`src/rtl/noc_cpu_interface.sv`:
```
// CPU <-> mesh router network interface: queued, rate-limited TX onto the router's
// event-triggered inputs; synchronized RX capture into a FIFO with valid/ready and irq.
`timescale 1ns/1ps
module noc_cpu_interface #(
   parameter int TX_DEPTH = 4,
   parameter int RX_DEPTH = 4,
   parameter int TX_GAP   = 8
) (
   input  logic        clk,
   input  logic        rst,
   input  logic        cpu_tx_valid,
   output logic        cpu_tx_ready,
   input  logic [31:0] cpu_tx_data,
   input  logic [15:0] cpu_tx_x,
   input  logic [15:0] cpu_tx_y,
   output logic [31:0] from_cpu,
   output logic [15:0] in_x_cpu,
   output logic [15:0] in_y_cpu,
   input  logic [31:0] to_cpu,
   input  logic        set_fi,
   output logic        cpu_rx_valid,
   input  logic        cpu_rx_ready,
   output logic [31:0] cpu_rx_data,
   output logic        irq,
   output logic        rx_overflow,
   output logic        tx_dup,
   input  logic        clr_status
);

   localparam int TXA = $clog2(TX_DEPTH);
   localparam int RXA = $clog2(RX_DEPTH);
   localparam int GW  = $clog2(TX_GAP);

   typedef struct packed {
      logic [15:0] y;
      logic [15:0] x;
      logic [31:0] data;
   } tx_req_t;

   typedef enum logic {IDLE, GAP} tx_state_t;

   // ---------------- TX FIFO (pointers carry one extra wrap bit) ----------------
   tx_req_t          tx_mem [TX_DEPTH];
   logic [TXA:0]     tx_wr, tx_rd;
   logic             tx_full, tx_empty, tx_push, tx_pop;
   tx_req_t          tx_head;
   tx_state_t        tx_state;
   logic [GW-1:0]    gap_cnt;

   assign tx_empty     = (tx_wr == tx_rd);
   assign tx_full      = (tx_wr[TXA] != tx_rd[TXA]) && (tx_wr[TXA-1:0] == tx_rd[TXA-1:0]);
   assign cpu_tx_ready = !tx_full;
   assign tx_push      = cpu_tx_valid && !tx_full;
   assign tx_pop       = (tx_state == IDLE) && !tx_empty;
   assign tx_head      = tx_mem[tx_rd[TXA-1:0]];

   always_ff @(posedge clk) begin
      if (tx_push)
         tx_mem[tx_wr[TXA-1:0]] <= '{y: cpu_tx_y, x: cpu_tx_x, data: cpu_tx_data};
   end

   always_ff @(posedge clk or posedge rst) begin
      if (rst) begin
         tx_wr <= '0;
         tx_rd <= '0;
      end else begin
         if (tx_push) tx_wr <= tx_wr + 1'b1;
         if (tx_pop)  tx_rd <= tx_rd + 1'b1;
      end
   end

   // The router only reacts to a change on from_cpu, so an unchanged payload is
   // unsendable and gets dropped; otherwise hold off TX_GAP cycles between updates.
   always_ff @(posedge clk or posedge rst) begin
      if (rst) begin
         tx_state <= IDLE;
         gap_cnt  <= '0;
         from_cpu <= '0;
         in_x_cpu <= '0;
         in_y_cpu <= '0;
         tx_dup   <= 1'b0;
      end else begin
         tx_dup <= 1'b0;
         case (tx_state)
            IDLE: begin
               if (!tx_empty) begin
                  if (tx_head.data != from_cpu) begin
                     from_cpu <= tx_head.data;
                     in_x_cpu <= tx_head.x;
                     in_y_cpu <= tx_head.y;
                     gap_cnt  <= GW'(TX_GAP - 1);
                     tx_state <= GAP;
                  end else begin
                     tx_dup <= 1'b1;
                  end
               end
            end
            GAP: begin
               gap_cnt <= gap_cnt - GW'(1);
               if (gap_cnt == GW'(1)) tx_state <= IDLE;
            end
         endcase
      end
   end

   // ---------------- RX capture ----------------
   logic        s1, s2, cap, hold_vld;
   logic [31:0] hold_data;

   assign cap = s1 & ~s2;

   always_ff @(posedge clk or posedge rst) begin
      if (rst) begin
         s1        <= 1'b0;
         s2        <= 1'b0;
         hold_vld  <= 1'b0;
         hold_data <= '0;
      end else begin
         s1       <= set_fi;
         s2       <= s1;
         hold_vld <= cap;
         if (cap) hold_data <= to_cpu;
      end
   end

   // ---------------- RX FIFO ----------------
   logic [31:0]  rx_mem [RX_DEPTH];
   logic [RXA:0] rx_wr, rx_rd;
   logic         rx_full, rx_empty, rx_push, rx_pop, rx_drop;

   assign rx_empty     = (rx_wr == rx_rd);
   assign rx_full      = (rx_wr[RXA] != rx_rd[RXA]) && (rx_wr[RXA-1:0] == rx_rd[RXA-1:0]);
   assign cpu_rx_valid = !rx_empty;
   assign irq          = cpu_rx_valid;
   assign cpu_rx_data  = rx_mem[rx_rd[RXA-1:0]];
   assign rx_pop       = cpu_rx_valid && cpu_rx_ready;
   // A pop on the same edge frees the slot, so a full FIFO still accepts then.
   assign rx_push      = hold_vld && (!rx_full || rx_pop);
   assign rx_drop      = hold_vld && rx_full && !rx_pop;

   always_ff @(posedge clk) begin
      if (rx_push) rx_mem[rx_wr[RXA-1:0]] <= hold_data;
   end

   always_ff @(posedge clk or posedge rst) begin
      if (rst) begin
         rx_wr       <= '0;
         rx_rd       <= '0;
         rx_overflow <= 1'b0;
      end else begin
         if (rx_push) rx_wr <= rx_wr + 1'b1;
         if (rx_pop)  rx_rd <= rx_rd + 1'b1;
         if (rx_drop)         rx_overflow <= 1'b1;
         else if (clr_status) rx_overflow <= 1'b0;
      end
   end

endmodule

```
`config.mk`:
```
export PLATFORM = sky130hd
export DESIGN_NAME = noc_cpu_interface
export DESIGN_NICKNAME = d
export VERILOG_FILES = /design/src/rtl/noc_cpu_interface.sv
export SDC_FILE = /design/constraint.sdc
export NUM_CORES = 1
export LEC_CHECK = 0
export CAP_MARGIN = 20
export CORE_MARGIN = 2
export CORE_UTILIZATION = 40
export DETAILED_ROUTE_END_ITERATION = 7
export GPL_TIMING_DRIVEN = 0
export PLACE_DENSITY = 0.67
export SYNTH_ARGS = -nofsm -noshare
export SYNTH_HDL_FRONTEND = slang
export SYNTH_SLANG_ARGS = --single-unit
```
`constraint.sdc`:
```
create_clock -name clk -period 5.7 [get_ports clk]
set_clock_uncertainty 0.05 [all_clocks]
set_input_delay 1.14 -clock clk [delete_from_list [all_inputs] [get_ports clk]]
set_output_delay 1.14 -clock clk [all_outputs]
set_load 0.03 [all_outputs]
```
==> Word-level counts from Yosys, hierarchy flattened <==
Memories as Yosys holds them, arrays and structs flattened.
Index checks and enable logic that the tools add are counted.
{ "classes": {"n_addsub": 5, "n_eq_ne": 10, "n_mux": 16, "bitwise": 4, "n_reduce_logical": 17} }
{ "op_table": {"columns": ["op", "n"], "rows": [
  ["$ne 32x32->1", 1],
  ["$add 3x1->3 const B", 4],
  ["$mux 1", 12],
  ["$logic_and 1x1->1", 8],
  ["$eq 3x3->1", 2],
  ["$mux 3", 2],
  ["$pmux 3 s2", 1],
  ["$logic_not 1->1", 5],
  ["$eq 2x2->1", 2],
  ["$eq 3x1->1 const B", 1],
  ["$not 1->1", 3],
  ["$reduce_and 3->1", 1],
  ["$sub 3x1->3 const B", 1],
  ["$ne 1x1->1", 2],
  ["$ne 2x1->1 const B", 1],
  ["$ne 2x2->1 const B", 1],
  ["$pmux 1 s2", 1],
  ["$reduce_and 2->1", 1],
  ["$reduce_bool 2->1", 1],
  ["$and 1x1->1", 1],
  ["$logic_or 1x1->1", 1]
]} }
{ "totals": {"reg_bits": 117, "mem_bits_rw": 384, "input_bits": 102, "output_inout_bits": 101, "memories": 2} }
{ "memory_table": {"columns": ["name", "words", "width", "rd", "rd_clocked_by_memory_dff", "wr", "line", "text"], "rows": [
  ["tx_mem", 4, 64, 1, 0, 1, "43", "tx_req_t tx_mem [TX_DEPTH];"],
  ["rx_mem", 4, 32, 1, 0, 1, "127", "logic [31:0] rx_mem [RX_DEPTH];"]
]} }

==> Longest topological paths before layout <==
{ "logic_depth": {"depth_word": 7, "ltp_mapped": 10, "mapped_depth_nobuf": 6} }

==> Worst setup path before layout <==
Ideal clock, no wire load.
{ "synth_timing": {"kind": "register to register", "startpoint": "register tx_rd[1]", "endpoint": "memory tx_mem[3][0] in the netlist's numbering (enable)", "arrival_ps": 3118, "required_ps": 5219, "path_slack_ps": 2102, "stages_incl_launch_ff": 6, "period_less_slack_ps": 3598, "path_cell_list": "dfrtp_1 -> clkbuf_1 -> buf_2 -> xor2_1 -> or3_1 -> and3_1"} }
{ "synth_via": {"elab_chain_cells": 6} }
{ "synth_lines": {"columns": ["item", "line", "text"], "rows": [
  ["start: declaration", "44", "logic [TXA:0] tx_wr, tx_rd;"],
  ["start signal: assignment", "68", "if (tx_pop) tx_rd <= tx_rd + 1'b1;"],
  ["$eq 2x2->1", "51", "assign tx_full = (tx_wr[TXA] != tx_rd[TXA]) && (tx_wr[TXA-1:0] == tx_rd[TXA-1:0]);"],
  ["$logic_and 1x1->1", "51", null],
  ["$logic_not 1->1", null, null],
  ["via cpu_tx_ready", "12", "output logic cpu_tx_ready,"],
  ["$logic_and 1x1->1", "53", "assign tx_push = cpu_tx_valid && !tx_full;"],
  ["$mux 1", "58", "if (tx_push)"],
  ["$mux 1 (not written as such)", "59", "tx_mem[tx_wr[TXA-1:0]] <= '{y: cpu_tx_y, x: cpu_tx_x, data: cpu_tx_data};"],
  ["end: declaration", "43", null]
]} }
The timed path passes the listed nets, and every way through them passes these cells.

==> Worst setup path in the final report <==
{ "layout_timing": {"startpoint": "register rx_rd[0]", "endpoint": "output cpu_rx_data[3]"} }
{ "layout_via": {"elab_chain_cells": 1} }
{ "layout_lines": {"columns": ["item", "line", "text"], "rows": [
  ["start: declaration", "128", "logic [RXA:0] rx_wr, rx_rd;"],
  ["start signal: assignment", "152", "if (rx_pop) rx_rd <= rx_rd + 1'b1;"],
  ["$mem_v2 4x32", null, null],
  ["end: declaration", "23", "output logic [31:0] cpu_rx_data,"]
]} }
Every way passes these cells.

==> summary.txt <==
largest family of logic cells by synthesized area = multiplexers
nets = 1228
library cells used by synthesis = 32
I/O Buffers = 202
H-tree levels = 2
clk_lat worst skew = 600 ps
largest net degree at the start of global routing = 63
Sink Count = 501
relative slew slack = 36.0%
vias in the first global route = 9464
top cells by area, synth = edfxtp_1 61%, dfrtp_1 15%, mux4_2 11%, mux2_4 3.9%, mux2_2 2.1%
worst hold path type = register to register
max cap viols = 0
Final setup viols = 0
RSZ-0062 raised after global routing = no
area grow syn2layout = 25.2%
CP max stage delay = 770 ps
crit path launch type = register
TNS Setup = 0 ps
Die X = 222 um
hpwl dp = 23700 um
Placed Instance Area = 0.0220 sq mm
clk root buf = clkbuf_16
Synth Flop Type = edfxtp_1
Gate Count Post-Synth = 850
Fill cells = 3773
Post-CTS Resized = 0
CTS Hold Bufs = 0
top-area cell type share of the netlist area = 60.7%
via/cell ratio = 5.03
gr usage total = 15.7%
max frequency = 220 MHz
register area share after synthesis = 76.2%
core footprint = 0.0467 sq mm
VDD IR max = 0.000367 V
Synth Area in Simple Gates = 1.05%
initial DRC count = 575
XOR/XNOR Fraction of Synth Area = 2.17%
floorplan die height = 222 um
Finished Layout Cells = 1765
DP Cell Count = 1668
initial antenna violation count = 3
Cell Pwr Density = 569 mW/mm^2
CP endpoint kind = output pin
Reg clk slew, reported paths = 60 ps
CP cell instances = clkbuf_1 -> buf_1 -> mux4_2 -> clkdlybuf4s50_1
adder-cell share of the synthesized area = 0.791%
Yosys warnings = 0
P_leak = 8.27 nW
vias post-DR = 8875
result of the run = completed
Crit Path Max Fanout = 10
IO Pins = 203
Final Cell Area = 0.0238 sq mm
# DRC = 0
CP delay by family, top = buffers and inverters
final hold vios = 0
Slew @ Worst Pin = 961 ps
Worst Path Arrival = 3350 ps
global-route wire length before repair = 57800 um
total clock buffers created by CTS = 51
mean post-synth cell area = 22.3 sq um
wire per inst = 21.7 um
WP data required = 4510 ps
Bufs and invs on worst path = 3
Synthesized Nets = 964
Slowest cell on crit path = buf_1
min Tclk post-route = 4540 ps
mux contribution to synthesized area = 18.2%
DRT antenna net count = 0
first-pass iteration count of the detailed router = 4
clock tree from TritonCTS = yes
Post CTS Setup Buffer Count = 0
# rows = 79
ys async rst share = 23.4%
die area = 0.0492 sq mm
Util after Layout = 51.0%
Yosys top cell by area = edfxtp_1
share of cells above drive strength 1 = 24.7%
total grt overflow = 0
Seq cells post-synth = 501
fin crit share = 79.6%
final WL = 38300 um
critical path class = register to output pin
Starting Density = 40.7%
Syn Std Cell Area = 0.0190 sq mm
Final Slew Violations = 0
CTS Buffer Depth = 3
Placer Congestion = 0.711
Post-synth EDFFs = 384
post-synthesis compound-gate area fraction = 0.290%
-- power by group --
part	switching [mW]	internal, mW
Combinational	2.55	2.28
Sequential	0.391	4.88
Clock	1.38	2.05
Total	4.32	9.22
-- area by class of cell --
type | count | area [sq um] | share of cell area [%]
Buffer | 36 | 204 | 0.858
Clock inverter | 25 | 319 | 1.34
Inverter | 12 | 50.0 | 0.211
Antenna cell | 2 | 5.00 | 0.0211
Timing Repair Buffer | 211 | 2240 | 9.42
Clock buffer | 70 | 1410 | 5.92
Tap cell | 607 | 759 | 3.19
Multi-Input combinational cell | 301 | 4330 | 18.2
Sequential cell | 501 | 14500 | 60.8
-- cells in the mapped netlist (all sizes together) (3+ instances only) --
cell    instances
and3            4
buf            17
clkbuf         19
dfrtp         117
edfxtp        384
ha             12
inv            12
mux2           99
mux4           96
nand2           6
nor2            8
nor4            8
o21ai           3
xnor2          10
xor2           37
-- state kept, by name, indices dropped and copies added (netlist names) --
signal / count
from_cpu: 32
hold_vld: 1
s1: 1
in_y_cpu: 16
tx_wr: 3
gap_cnt: 3
rx_overflow: 1
rx_mem: 128
tx_state: 1
in_x_cpu: 16
tx_mem: 256
tx_dup: 1
rx_rd: 3
rx_wr: 3
s2: 1
tx_rd: 3
hold_data: 32
-- worst reg2reg max path, stage by stage, from the launching register on --
cell	delay, ps
dfrtp_1	400
clkbuf_1	680
buf_2	410
mux4_2	390
xor2_1	170
nor4_1	330
nand4_1	370
o21a_1	310
buf_6	160
buf_6	180
mux2_4	310
-- metal layers --
| metal | vias to the layer above | part of all wire (%) | global-route usage (%) |
|---|---|---|---|
| li1 | 3940 | - | - |
| met1 | 4636 | 43 | 20.8 |
| met2 | 235 | 48 | 25.4 |
| met3 | 60 | 6.8 | 4.47 |
| met4 | 4 | 2.2 | 5.06 |
| met5 | - | 0.068 | 0 |
-- cells in the final DEF (no fill, tap or decap), drive strengths merged, types with 2 or more instances in the layout --
cell type / instances
edfxtp: 384
clkdlybuf4s50: 202
dfrtp: 117
mux2: 99
mux4: 96
clkbuf: 89
xor2: 37
buf: 26
inv: 16
clkinv: 13
ha: 12
xnor2: 10
nor4: 8
nor2: 8
bufinv: 7
nand2: 6
and3: 4
o21ai: 3
diode: 2
nand4: 2
a21oi: 2
and2: 2
nand3: 2
nand2b: 2
a22oi: 2
-- worst paths after layout --
path,slack [ps],cells after the start,startpoint,endpoint
hold reg to reg,320,0,s1,s2
setup / recovery,1160,4,rx_rd[0],cpu_rx_data[3]
min in group asynchronous,950,2,rst,hold_data[2]
max in group asynchronous,3850,3,rst,from_cpu[14]
hold / removal,320,0,s1,s2
setup reg to reg,1790,10,tx_rd[1],from_cpu[4]
-- per-stage QoR --
| step | hold WS, ps | total power, mW | setup slack, ps |
|---|---|---|---|
| 2_1_floorplan | 297 | 8.48 | 1410 |
| 3_3_place_gp | 308 | 10.2 | -1280 |
| 3_5_place_dp | 312 | 10.3 | 1590 |
| 4_1_cts | 326 | 13.8 | 959 |
| 5_1_grt | 349 | 14.2 | 902 |
| 6_report | 320 | 13.5 | 1160 |
-- cell families after synthesis --
kind of cell,count (synthesis)
compound gates,9
xor+xnor,47
fa+ha+maj,12
buf+inv,48
flops,501
mux,195
simple gates,38
No activity file was read; power rests on OpenSTA's default activity.
